`config.mk`:
```
export PLATFORM = sky130hd
export DESIGN_NAME = gpu_leaf_top
export DESIGN_NICKNAME = d
export VERILOG_FILES = /design/src/rtl/noc_pkg.sv /design/src/rtl/leaf_router.sv /design/src/rtl/gpu_leaf_top.sv
export SDC_FILE = /design/constraint.sdc
export NUM_CORES = 1
export LEC_CHECK = 0
export CAP_MARGIN = 20
export CORE_UTILIZATION = 40
export DETAILED_ROUTE_END_ITERATION = 12
export PLACE_DENSITY = 0.83
export SLEW_MARGIN = 15
export SYNTH_ARGS = -nofsm -noshare
export SYNTH_HDL_FRONTEND = slang
export SYNTH_SLANG_ARGS = --single-unit
```
`constraint.sdc`:
```
create_clock -name ACLK -period 3.1 [get_ports ACLK]
set_input_delay 0.62 -clock ACLK [delete_from_list [all_inputs] [get_ports ACLK]]
set_output_delay 0.62 -clock ACLK [all_outputs]
set_load 0.02 [all_outputs]
```
`src/rtl/noc_pkg.sv`:
```
// Shared flit types, field helpers and GPU-ID to routing-address mapping for the leaf node.
package noc_pkg;
  localparam int FLIT_W     = 16;
  localparam int ADDR_W     = 6;
  localparam int PAYLOAD_W  = 10;
  localparam int NUM_SPINES = 4;

  typedef logic [FLIT_W-1:0]    flit_t;
  typedef logic [ADDR_W-1:0]    addr_t;
  typedef logic [PAYLOAD_W-1:0] payload_t;

  function automatic addr_t flit_addr(input flit_t f);
    return f[15:10];
  endfunction

  function automatic payload_t flit_payload(input flit_t f);
    return f[9:0];
  endfunction

  function automatic flit_t make_flit(input addr_t a, input payload_t p);
    return {a, p};
  endfunction

  // Four GPUs per leaf: upper nibble is the 1-based leaf, lower two bits the port.
  function automatic addr_t addr_of_gpu(input int unsigned g);
    int unsigned idx;
    idx = g - 1;
    return {4'((idx >> 2) + 1), 2'(idx & 3)};
  endfunction
endpackage

```
`src/rtl/leaf_router.sv`:
```
// Leaf router: spine ingress filter and holding registers, fixed-priority arbiter toward
// the NI, loopback for local traffic, and round-robin egress over the spine uplinks.
module leaf_router
  import noc_pkg::*;
#(
  parameter int GPU_ID    = 1,
  parameter int ROUTER_ID = 1
) (
  input  logic                  clk,
  input  logic                  rst,
  input  logic                  local_valid,
  input  flit_t                 local_flit,
  output logic                  local_ready,
  input  flit_t                 spine_in_data   [NUM_SPINES],
  input  logic [NUM_SPINES-1:0] spine_in_valid,
  input  addr_t                 spine_dest_addr [NUM_SPINES],
  output flit_t                 spine_out_data  [NUM_SPINES],
  output logic [NUM_SPINES-1:0] spine_out_valid,
  output logic                  fwd_valid,
  output payload_t              fwd_payload
);
  localparam int    PTR_W      = $clog2(NUM_SPINES);
  localparam addr_t GPU_ADDR   = addr_of_gpu(GPU_ID);
  // The leaf portion of the local address comes from the router ID.
  localparam addr_t LOCAL_ADDR = {4'(ROUTER_ID), GPU_ADDR[1:0]};

  logic [NUM_SPINES-1:0] hold_valid;
  payload_t              hold_payload [NUM_SPINES];
  logic [NUM_SPINES-1:0] grant;
  logic                  lb_grant;
  logic                  found;
  logic                  local_is_lb;
  logic                  egr_fire;
  logic [PTR_W-1:0]      rr_ptr_reg;

  assign local_is_lb = (flit_addr(local_flit) == LOCAL_ADDR);
  assign egr_fire    = local_valid && !local_is_lb;
  assign local_ready = local_is_lb ? lb_grant : 1'b1;

  always_comb begin
    grant       = '0;
    lb_grant    = 1'b0;
    found       = 1'b0;
    fwd_payload = '0;
    for (int i = 0; i < NUM_SPINES; i++) begin
      if (hold_valid[i] && !found) begin
        found       = 1'b1;
        grant[i]    = 1'b1;
        fwd_payload = hold_payload[i];
      end
    end
    if (!found && local_valid && local_is_lb) begin
      found       = 1'b1;
      lb_grant    = 1'b1;
      fwd_payload = flit_payload(local_flit);
    end
    fwd_valid = found;
  end

  always_ff @(posedge clk or posedge rst) begin
    if (rst)           rr_ptr_reg <= '0;
    else if (egr_fire) rr_ptr_reg <= rr_ptr_reg + 1'b1;
  end

  for (genvar gi = 0; gi < NUM_SPINES; gi++) begin : g_spine
    logic     in_valid_reg;
    payload_t in_payload_reg;
    logic     out_valid_reg;
    flit_t    out_data_reg;
    logic     capture;
    logic     unused_in_addr;

    // A new flit is taken only if the slot is free or drains this same cycle.
    assign capture = spine_in_valid[gi] && (spine_dest_addr[gi] == LOCAL_ADDR) &&
                     (!in_valid_reg || grant[gi]);
    assign unused_in_addr = ^flit_addr(spine_in_data[gi]);

    always_ff @(posedge clk or posedge rst) begin
      if (rst) begin
        in_valid_reg   <= 1'b0;
        in_payload_reg <= '0;
      end else if (capture) begin
        in_valid_reg   <= 1'b1;
        in_payload_reg <= flit_payload(spine_in_data[gi]);
      end else if (grant[gi]) begin
        in_valid_reg   <= 1'b0;
      end
    end

    always_ff @(posedge clk or posedge rst) begin
      if (rst) begin
        out_valid_reg <= 1'b0;
        out_data_reg  <= '0;
      end else begin
        out_valid_reg <= egr_fire && (rr_ptr_reg == PTR_W'(gi));
        if (egr_fire && (rr_ptr_reg == PTR_W'(gi))) out_data_reg <= local_flit;
      end
    end

    assign hold_valid[gi]      = in_valid_reg;
    assign hold_payload[gi]    = in_payload_reg;
    assign spine_out_valid[gi] = out_valid_reg;
    assign spine_out_data[gi]  = out_data_reg;
  end
endmodule

```
`src/rtl/gpu_leaf_top.sv`:
```
// Single-GPU leaf node: one-shot GPU traffic generator, network interface (egress
// register and ingress rewrite) and the leaf router with four spine uplinks.
module gpu_leaf_top
  import noc_pkg::*;
#(
  parameter int                    GPU_ID     = 1,
  parameter int                    ROUTER_ID  = 1,
  parameter int                    SEND_DELAY = 1000,
  parameter int                    TX_DEST    = 5,
  parameter logic [PAYLOAD_W-1:0]  TX_PAYLOAD = 10'h155
) (
  input  logic              ACLK,
  input  logic              ARESET,
  input  logic [FLIT_W-1:0] spine1_in_data,
  input  logic              spine1_in_valid,
  input  logic [ADDR_W-1:0] spine1_dest_addr,
  input  logic [FLIT_W-1:0] spine2_in_data,
  input  logic              spine2_in_valid,
  input  logic [ADDR_W-1:0] spine2_dest_addr,
  input  logic [FLIT_W-1:0] spine3_in_data,
  input  logic              spine3_in_valid,
  input  logic [ADDR_W-1:0] spine3_dest_addr,
  input  logic [FLIT_W-1:0] spine4_in_data,
  input  logic              spine4_in_valid,
  input  logic [ADDR_W-1:0] spine4_dest_addr,
  output logic [FLIT_W-1:0] spine1_out_data,
  output logic              spine1_out_valid,
  output logic [ADDR_W-1:0] spine1_out_dest_addr,
  output logic [FLIT_W-1:0] spine2_out_data,
  output logic              spine2_out_valid,
  output logic [ADDR_W-1:0] spine2_out_dest_addr,
  output logic [FLIT_W-1:0] spine3_out_data,
  output logic              spine3_out_valid,
  output logic [ADDR_W-1:0] spine3_out_dest_addr,
  output logic [FLIT_W-1:0] spine4_out_data,
  output logic              spine4_out_valid,
  output logic [ADDR_W-1:0] spine4_out_dest_addr,
  output logic [FLIT_W-1:0] gpu_rx_data,
  output logic              gpu_rx_valid
);
  localparam flit_t GEN_FLIT = make_flit(addr_t'(TX_DEST), TX_PAYLOAD);

  logic [31:0]           gen_count_reg;
  logic                  gen_valid_reg;
  logic                  gen_done_reg;
  flit_t                 gen_flit;
  flit_t                 ni_flit;
  logic                  ni_ready;
  logic                  egr_valid_reg;
  flit_t                 egr_flit_reg;
  logic                  egr_ready;
  logic                  fwd_valid;
  payload_t              fwd_payload;
  flit_t                 spine_in_data   [NUM_SPINES];
  addr_t                 spine_dest_addr [NUM_SPINES];
  logic [NUM_SPINES-1:0] spine_in_valid;
  flit_t                 spine_out_data  [NUM_SPINES];
  logic [NUM_SPINES-1:0] spine_out_valid;

  assign gen_flit = GEN_FLIT;
  assign ni_ready = !egr_valid_reg;
  assign ni_flit  = make_flit(addr_of_gpu(32'(flit_addr(gen_flit))), flit_payload(gen_flit));

  // One flit per reset: count, offer, then stay silent once the NI takes it.
  always_ff @(posedge ACLK or posedge ARESET) begin
    if (ARESET) begin
      gen_count_reg <= '0;
      gen_valid_reg <= 1'b0;
      gen_done_reg  <= 1'b0;
    end else if (!gen_done_reg) begin
      if (gen_valid_reg) begin
        if (ni_ready) begin
          gen_valid_reg <= 1'b0;
          gen_done_reg  <= 1'b1;
        end
      end else if (gen_count_reg == 32'(SEND_DELAY - 1)) begin
        gen_valid_reg <= 1'b1;
      end else begin
        gen_count_reg <= gen_count_reg + 32'd1;
      end
    end
  end

  always_ff @(posedge ACLK or posedge ARESET) begin
    if (ARESET) begin
      egr_valid_reg <= 1'b0;
      egr_flit_reg  <= '0;
    end else if (gen_valid_reg && ni_ready) begin
      egr_valid_reg <= 1'b1;
      egr_flit_reg  <= ni_flit;
    end else if (egr_valid_reg && egr_ready) begin
      egr_valid_reg <= 1'b0;
    end
  end

  always_ff @(posedge ACLK or posedge ARESET) begin
    if (ARESET) begin
      gpu_rx_valid <= 1'b0;
      gpu_rx_data  <= '0;
    end else begin
      gpu_rx_valid <= fwd_valid;
      if (fwd_valid) gpu_rx_data <= make_flit(addr_t'(GPU_ID), fwd_payload);
    end
  end

  assign spine_in_data[0]   = spine1_in_data;
  assign spine_in_data[1]   = spine2_in_data;
  assign spine_in_data[2]   = spine3_in_data;
  assign spine_in_data[3]   = spine4_in_data;
  assign spine_dest_addr[0] = spine1_dest_addr;
  assign spine_dest_addr[1] = spine2_dest_addr;
  assign spine_dest_addr[2] = spine3_dest_addr;
  assign spine_dest_addr[3] = spine4_dest_addr;
  assign spine_in_valid     = {spine4_in_valid, spine3_in_valid, spine2_in_valid, spine1_in_valid};

  leaf_router #(
    .GPU_ID    (GPU_ID),
    .ROUTER_ID (ROUTER_ID)
  ) u_router (
    .clk             (ACLK),
    .rst             (ARESET),
    .local_valid     (egr_valid_reg),
    .local_flit      (egr_flit_reg),
    .local_ready     (egr_ready),
    .spine_in_data   (spine_in_data),
    .spine_in_valid  (spine_in_valid),
    .spine_dest_addr (spine_dest_addr),
    .spine_out_data  (spine_out_data),
    .spine_out_valid (spine_out_valid),
    .fwd_valid       (fwd_valid),
    .fwd_payload     (fwd_payload)
  );

  assign spine1_out_data      = spine_out_data[0];
  assign spine2_out_data      = spine_out_data[1];
  assign spine3_out_data      = spine_out_data[2];
  assign spine4_out_data      = spine_out_data[3];
  assign spine1_out_valid     = spine_out_valid[0];
  assign spine2_out_valid     = spine_out_valid[1];
  assign spine3_out_valid     = spine_out_valid[2];
  assign spine4_out_valid     = spine_out_valid[3];
  assign spine1_out_dest_addr = flit_addr(spine_out_data[0]);
  assign spine2_out_dest_addr = flit_addr(spine_out_data[1]);
  assign spine3_out_dest_addr = flit_addr(spine_out_data[2]);
  assign spine4_out_dest_addr = flit_addr(spine_out_data[3]);
endmodule

```
==> results by group, run 1 <==
Timing
  – Pins Over Slew Limit: 0
  – Clock skew: 0.00671 ns
  – Max Clk Rate: 0.470 GHz
  – Unrepaired setup endpoints after global routing: false
  – Final min period: 2.13 ns
  – Setup-failing EPs final: 0
  – Setup TNS: 0 ns
  – Max-slew headroom: 42.4%
  – Final Hold Viols: 0
  – Worst-Margin Slew: 0.862 ns
  – Final worst-path cycle share: 68.7%

Synthesis
  – Most used DFF post-synth: dfrtp_1
  – Yosys top cell by area: dfrtp_1
  – Synth Area per Inst: 11.6 um2
  – Sequential share of the synthesized area: 49.7%
  – Post-synth EDFFs: 0
  – Distinct cells, synth: 42
  – Yosys top cell area share: 49.7%
  – Mapped Area: 0.00513 mm2
  – Top post-synthesis cells by area: dfrtp_1 (50%), buf_4 (13%), mux2_2 (12%)
  – Synth warn: 0
  – Seq cells post-synth: 102
  – Post-Synthesis Cells: 441
  – FFs w/ async S/R, synth: 100%

Hold path
  – Hold Crit Class: reg2reg
  – WHS Path Cells: 1
  – Hold_sp: gpu_rx_data[10]
  – Hold Path End: gpu_rx_data[10]

Route
  – Via-to-Cell Ratio: 4.72
  – Post-Route WL: 10.1 mm
  – Detailed-route via count: 3368
  – DR WL/cell: 14.2 um
  – DRT iter0 DRCs: 190
  – # DRC: 0
  – TritonRoute pass-1 iters: 4
  – ANT nets after route: 0

Critical path
  – Crit path largest cell delay: 0.69 ns
  – Kind of critical path: reg2out
  – R2r setup slk: 1.09 ns
  – R2r endpoint: gen_count_reg[1]
  – Reg2reg path depth: 5
  – CP max FO: 8
  – Required time of the critical path: 2.48 ns
  – R2R Path Start: gen_count_reg[0]
  – WP depth: 1
  – Critical Path Start Type: register
  – Crit. End Element: output pin
  – Top delay family on crit path: buffers and inverters
  – WP buf/inv: 1
  – Critical path, cell by cell: clkdlybuf4s50_1
  – CP max stage cell: clkdlybuf4s50_1
  – Critical path arrival: 1.51 ns

GRT
  – Initial antenna violation count: 0
  – Largest net degree at the start of global routing: 39
  – Total gr overflow: 0
  – First-pass GRT wire length: 16.2 mm
  – GRT Total Usage: 15.9%
  – Vias in the first global route: 3340

Outcome
  – Status: finished, final reports clean

Clocking
  – Clk_lat worst skew: 0.34 ns
  – Root Driver: clkbuf_16
  – CTS resizes: 0
  – TritonCTS Buffers: 9
  – CTS Hold Bufs: 0
  – Clock Tree Buf Depth: 2
  – Clk sinks: 102
  – Clock-pin slew on the worst setup and hold paths: 0.07 ns
  – CTS tree: built
  – Postcts setup bufs: 0
  – H-tree levels: 3

Layout
  – Nets: 635
  – Leading cell type in the layout, fill and taps excluded: clkdlybuf4s50_1
  – Area delta synth->final: 24.3%
  – Finished Layout Cells: 713
  – Share of layout cells above drive strength 1: 15.9%
  – Ant diodes: 0
  – Most frequent cells in the layout: clkdlybuf4s50_1 (113), dfrtp_1 (102), conb_1 (65)
  – Max reg flops: 40
  – Fillers: 1073

Power
  – PD cells: 491 mW/mm2
  – LEAKAGE: 2.90 nW
  – Max VDD drop: 0.266 mV

Placed design
  – DP HPWL: 7.61 mm
  – IO buf count: 113
  – Routability congestion estimate: 0.818
  – Cells after DPL: 697

Floorplan
  – Die Ht: 115 um
  – IO Pins: 203
  – Initial Util: 40.8%
  – Core Area: 0.0126 mm2
  – Row count: 41
  – DIE WIDTH: 115 um
  – Die ar.: 0.0133 mm2

Run
  – Max Cap Violations: 0
[final cells by class]
cell class              instances  area, um2  share of cell area, %
flip-flops and latches        102       2550                   40.0
multi-input cells             294       2070                   32.5
clock inverters                 7       78.8                   1.24
inverters                      12       48.8                  0.765
clock buffers                   9        225                   3.53
repair buffers                117       1190                   18.6
well taps                     172        215                   3.37
[stage by stage]
| stage | setup WS, ns | utilization (%) | hold WS, ns | total power, mW | cell area (um2) |
|---|---|---|---|---|---|
| after detailed placement | 0.726 | 48.4 | 0.465 | 2.02 | 6080 |
| after floorplan | 1.26 | - | 0.447 | 1.85 | 5380 |
| final | 0.971 | 50.8 | 0.478 | 3.13 | 6380 |
| after CTS | 0.952 | 50.8 | 0.479 | 3.16 | 6380 |
| after global placement | 0.768 | 48.4 | 0.455 | 2.00 | 6080 |
| after global routing | 0.873 | 50.8 | 0.498 | 3.26 | 6380 |
[logic make-up after synthesis]
kind of cell	synth area share, %
buf+inv	14.6
xor+xnor	5.29
other cells	0.0730
fa+ha+maj	1.22
simple gates	12.3
compound gates	4.83
mux	12.0
flops	49.7
[report_power, final]
group | total (mW) | switching [mW] | leakage (nW) | internal (mW)
clock | 1.14 | 0.502 | 0.151 | 0.637
sequential | 1.50 | 0.0628 | 1.36 | 1.44
combinational | 0.487 | 0.233 | 1.39 | 0.254
[synth_stat cells, types with 3 or more instances]
cell	n
dfrtp_1	102
buf_4	89
mux2_2	54
xnor2_1	23
nand3_1	18
o22ai_1	18
nand2_1	15
a21oi_1	11
nand4_1	11
nor2_1	11
inv_1	10
xor2_1	8
nor4_1	7
and2_1	6
clkbuf_1	5
ha_1	5
nor3_1	4
nor4b_1	4
o21ai_0	4
buf_2	3
nand2b_1	3
[routing by layer]
layer / vias up / global-route usage (%) / share of wire [%] / routed length [um]
met5: - / 0 / 0 / 0
met4: 0 / 7.36 / 2.3 / 234
met3: 21 / 2.53 / 4.2 / 423
met2: 105 / 28.0 / 53 / 5360
met1: 1667 / 19.2 / 41 / 4100
li1: 1575 / - / - / -
[how the worst max path moves through the flow]
stage,start,end,slack (ns)
2_1_floorplan,ARESET,egr_flit_reg[0],1.26
6_report,u_router.g_spine[3].out_data_reg[0],spine4_out_data[4],0.97
3_5_place_dp,spine2_dest_addr[4],u_router.g_spine[1].in_payload_reg[4],0.73
3_3_place_gp,spine2_dest_addr[4],u_router.g_spine[1].in_payload_reg[9],0.77
4_1_cts,u_router.g_spine[3].out_data_reg[0],spine4_out_data[4],0.95
5_1_grt,gen_count_reg[0],gen_count_reg[1],0.87
Note: power is estimated with default switching activity, not from simulation.
==> run 2: changes to the inputs <==
CORE_UTILIZATION = 44   (was 40)
PLACE_DENSITY = 0.86   (was 0.83)
clock period = 2.05 ns   (was 3.1 ns; I/O delays follow)
==> results by group, run 2 (synthesized netlist as in run 1, its figures left out) <==
Floorplan
  – Initial Util: 45.2% (was 40.8%)
  – Core Area: 0.0114 mm2 (was 0.0126 mm2)
  – DIE WIDTH: 110 um (was 115 um)
  – IO Pins: 203 (unchanged)
  – Die Ht: 110 um (was 115 um)
  – Row count: 39 (was 41)
  – Die ar.: 0.0121 mm2 (was 0.0133 mm2)

Layout
  – Share of layout cells above drive strength 1: 16.5% (was 15.9%)
  – Leading cell type in the layout, fill and taps excluded: clkdlybuf4s50_1 (unchanged)
  – Fillers: 915 (was 1073)
  – Max reg flops: 40 (unchanged)
  – Ant diodes: 0 (unchanged)
  – Most frequent cells in the layout: clkdlybuf4s50_1 (113), dfrtp_1 (102), conb_1 (65) (unchanged)
  – Area delta synth->final: 24.4% (was 24.3%)
  – Core Util, Final: 56.2% (was 50.8%)
  – Nets: 639 (was 635)

Placed design
  – Routability congestion estimate: 0.803 (was 0.818)
  – DP HPWL: 7.63 mm (was 7.61 mm)
  – Pre-CTS WS: -0.178 ns (was 0.726 ns)
  – IO buf count: 113 (unchanged)

Clocking
  – CTS Hold Bufs: 0 (unchanged)
  – Root Driver: clkbuf_16 (unchanged)
  – H-tree levels: 3 (unchanged)
  – CTS tree: built (unchanged)
  – Postcts setup bufs: 0 (unchanged)
  – Clk_lat worst skew: 0.34 ns (about the same)
  – Clock-pin slew on the worst setup and hold paths: 0.07 ns (about the same)
  – CTS resizes: 0 (unchanged)
  – Clock Tree Buf Depth: 2 (unchanged)
  – TritonCTS Buffers: 9 (unchanged)
  – Clk sinks: 102 (unchanged)

Critical path
  – Critical Path Start Type: register (unchanged)
  – Kind of critical path: reg2out (unchanged)
  – WP buf/inv: 1 (unchanged)
  – Required time of the critical path: 1.64 ns (was 2.48 ns)
  – Critical path, cell by cell: clkdlybuf4s50_1 (unchanged)
  – Crit. End Element: output pin (unchanged)
  – Top delay family on crit path: buffers and inverters (unchanged)
  – CP max stage cell: clkdlybuf4s50_1 (unchanged)
  – Crit path largest cell delay: 0.68 ns (was 0.69 ns)
  – Critical path arrival: 1.50 ns (was 1.51 ns)
  – CP max FO: 8 (unchanged)

Timing
  – Final min period: 1.91 ns
  – Final Hold Viols: 0 (unchanged)
  – Pins Over Slew Limit: 0 (unchanged)
  – Clock skew: 0.00753 ns (was 0.00671 ns)
  – WHS: 0.408 ns (was 0.478 ns)
  – Setup-failing EPs final: 0 (unchanged)
  – Max Clk Rate: 0.523 GHz
  – Max-slew headroom: 62.2% (was 42.4%)
  – Setup ws final: 0.137 ns (was 0.971 ns)
  – Worst-Margin Slew: 0.563 ns (was 0.862 ns)
  – Final worst-path cycle share: 93.3%
  – Setup TNS: 0 ns (unchanged)
  – Unrepaired setup endpoints after global routing: false (unchanged)

GRT
  – First-pass GRT wire length: 16.4 mm (was 16.2 mm)
  – Vias in the first global route: 3331 (was 3340)
  – Largest net degree at the start of global routing: 60 (was 39)
  – GRT Total Usage: 17.9% (was 15.9%)
  – Total gr overflow: 0 (unchanged)
  – Initial antenna violation count: 0 (unchanged)

Power
  – Max VDD drop: 0.511 mV (was 0.266 mV)
  – LEAKAGE: 2.92 nW (was 2.90 nW)
  – Sw power: 1.22 mW (was 798 uW)
  – P_int: 3.57 mW (was 2.33 mW)
  – Comb power frac: 15.5% (was 15.6%)
  – Tot Pwr: 4.78 mW (was 3.13 mW)
  – PD cells: 749 mW/mm2 (was 491 mW/mm2)
  – Switching share of total power: 25.5% (about the same)
  – Share of total power in sequential cells: 47.4% (was 48.0%)
  – Clock network power share: 37.0% (was 36.4%)

Outcome
  – Status: finished, final reports clean (unchanged)

Route
  – DR WL/cell: 14.9 um (was 14.2 um)
  – ANT nets after route: 0 (unchanged)
  – # DRC: 0 (unchanged)
  – TritonRoute pass-1 iters: 4 (unchanged)
  – Post-Route WL: 10.2 mm (was 10.1 mm)
  – DRT iter0 DRCs: 195 (was 190)
  – Via-to-Cell Ratio: 4.90 (was 4.72)
  – Detailed-route via count: 3374 (was 3368)

Hold path
  – Hold Crit Class: in2async (was reg2reg)

Run
  – Max Cap Violations: 0 (unchanged)
run 2: cell count changes in the layout (fill, tap and decap cells not counted):
cell,before,now
clkinvlp_4,1,2
clkinv_2,1,0
buf_4,2,6
inv_6,4,3
clkbuf_8,0,1
clkinv_4,1,0
inv_8,0,1
run 2: metrics by stage:
stage / instance area (um2) / std cells
final: 6380 / 688
after global routing: 6380 / 688
after CTS: 6380 / 688
after detailed placement: 6070 / 672
after global placement: 6070 / 672
after floorplan: 5380 / 505
run 2: worst paths after layout:
check	from	endpoint	slack (ns)	cells after the start
setup / recovery	u_router.g_spine[2].out_data_reg[0]	spine3_out_data[13]	0.14	1
hold / removal	ARESET	gen_count_reg[24]	0.41	2
setup reg to reg	gen_count_reg[15]	gen_count_reg[1]	0.14	4
hold reg to reg	gpu_rx_data[10]	gpu_rx_data[10]	0.47	1
max in group asynchronous	ARESET	u_router.rr_ptr_reg[1]	1.04	3
min in group ACLK	gpu_rx_data[10]	gpu_rx_data[10]	0.47	1
run 2: final cells by class:
class                           instances  area, um2  area share [%]
Clock buffer                           10        239            3.74
Sequential cell                       102       2550            40.0
Multi-Input combinational cell        294       2070            32.5
Tap cell                              143        179            2.80
Timing Repair Buffer                  121       1220            19.0
Clock inverter                          6       75.1            1.18
Inverter                               12       48.8           0.764
run 2: per-layer routing:
layer	part of all wire (%)	wire, um	vias to the layer above	track usage (%)
li1	-	-	1584	-
met2	53	5380	97	31.3
met4	2.2	222	0	6.29
met5	0	0	-	0
met1	41	4200	1675	21.8
met3	4.2	429	18	3.82
run 2: power groups by stage:
stage / clock (mW) / sequential [mW] / combinational, mW
floorplan: 0 / 2.36 / 0.438
global placement: 0 / 2.30 / 0.722
detailed placement: 0 / 2.31 / 0.746
CTS: 1.80 / 2.27 / 0.752
global route: 1.89 / 2.29 / 0.811
finish: 1.77 / 2.27 / 0.744
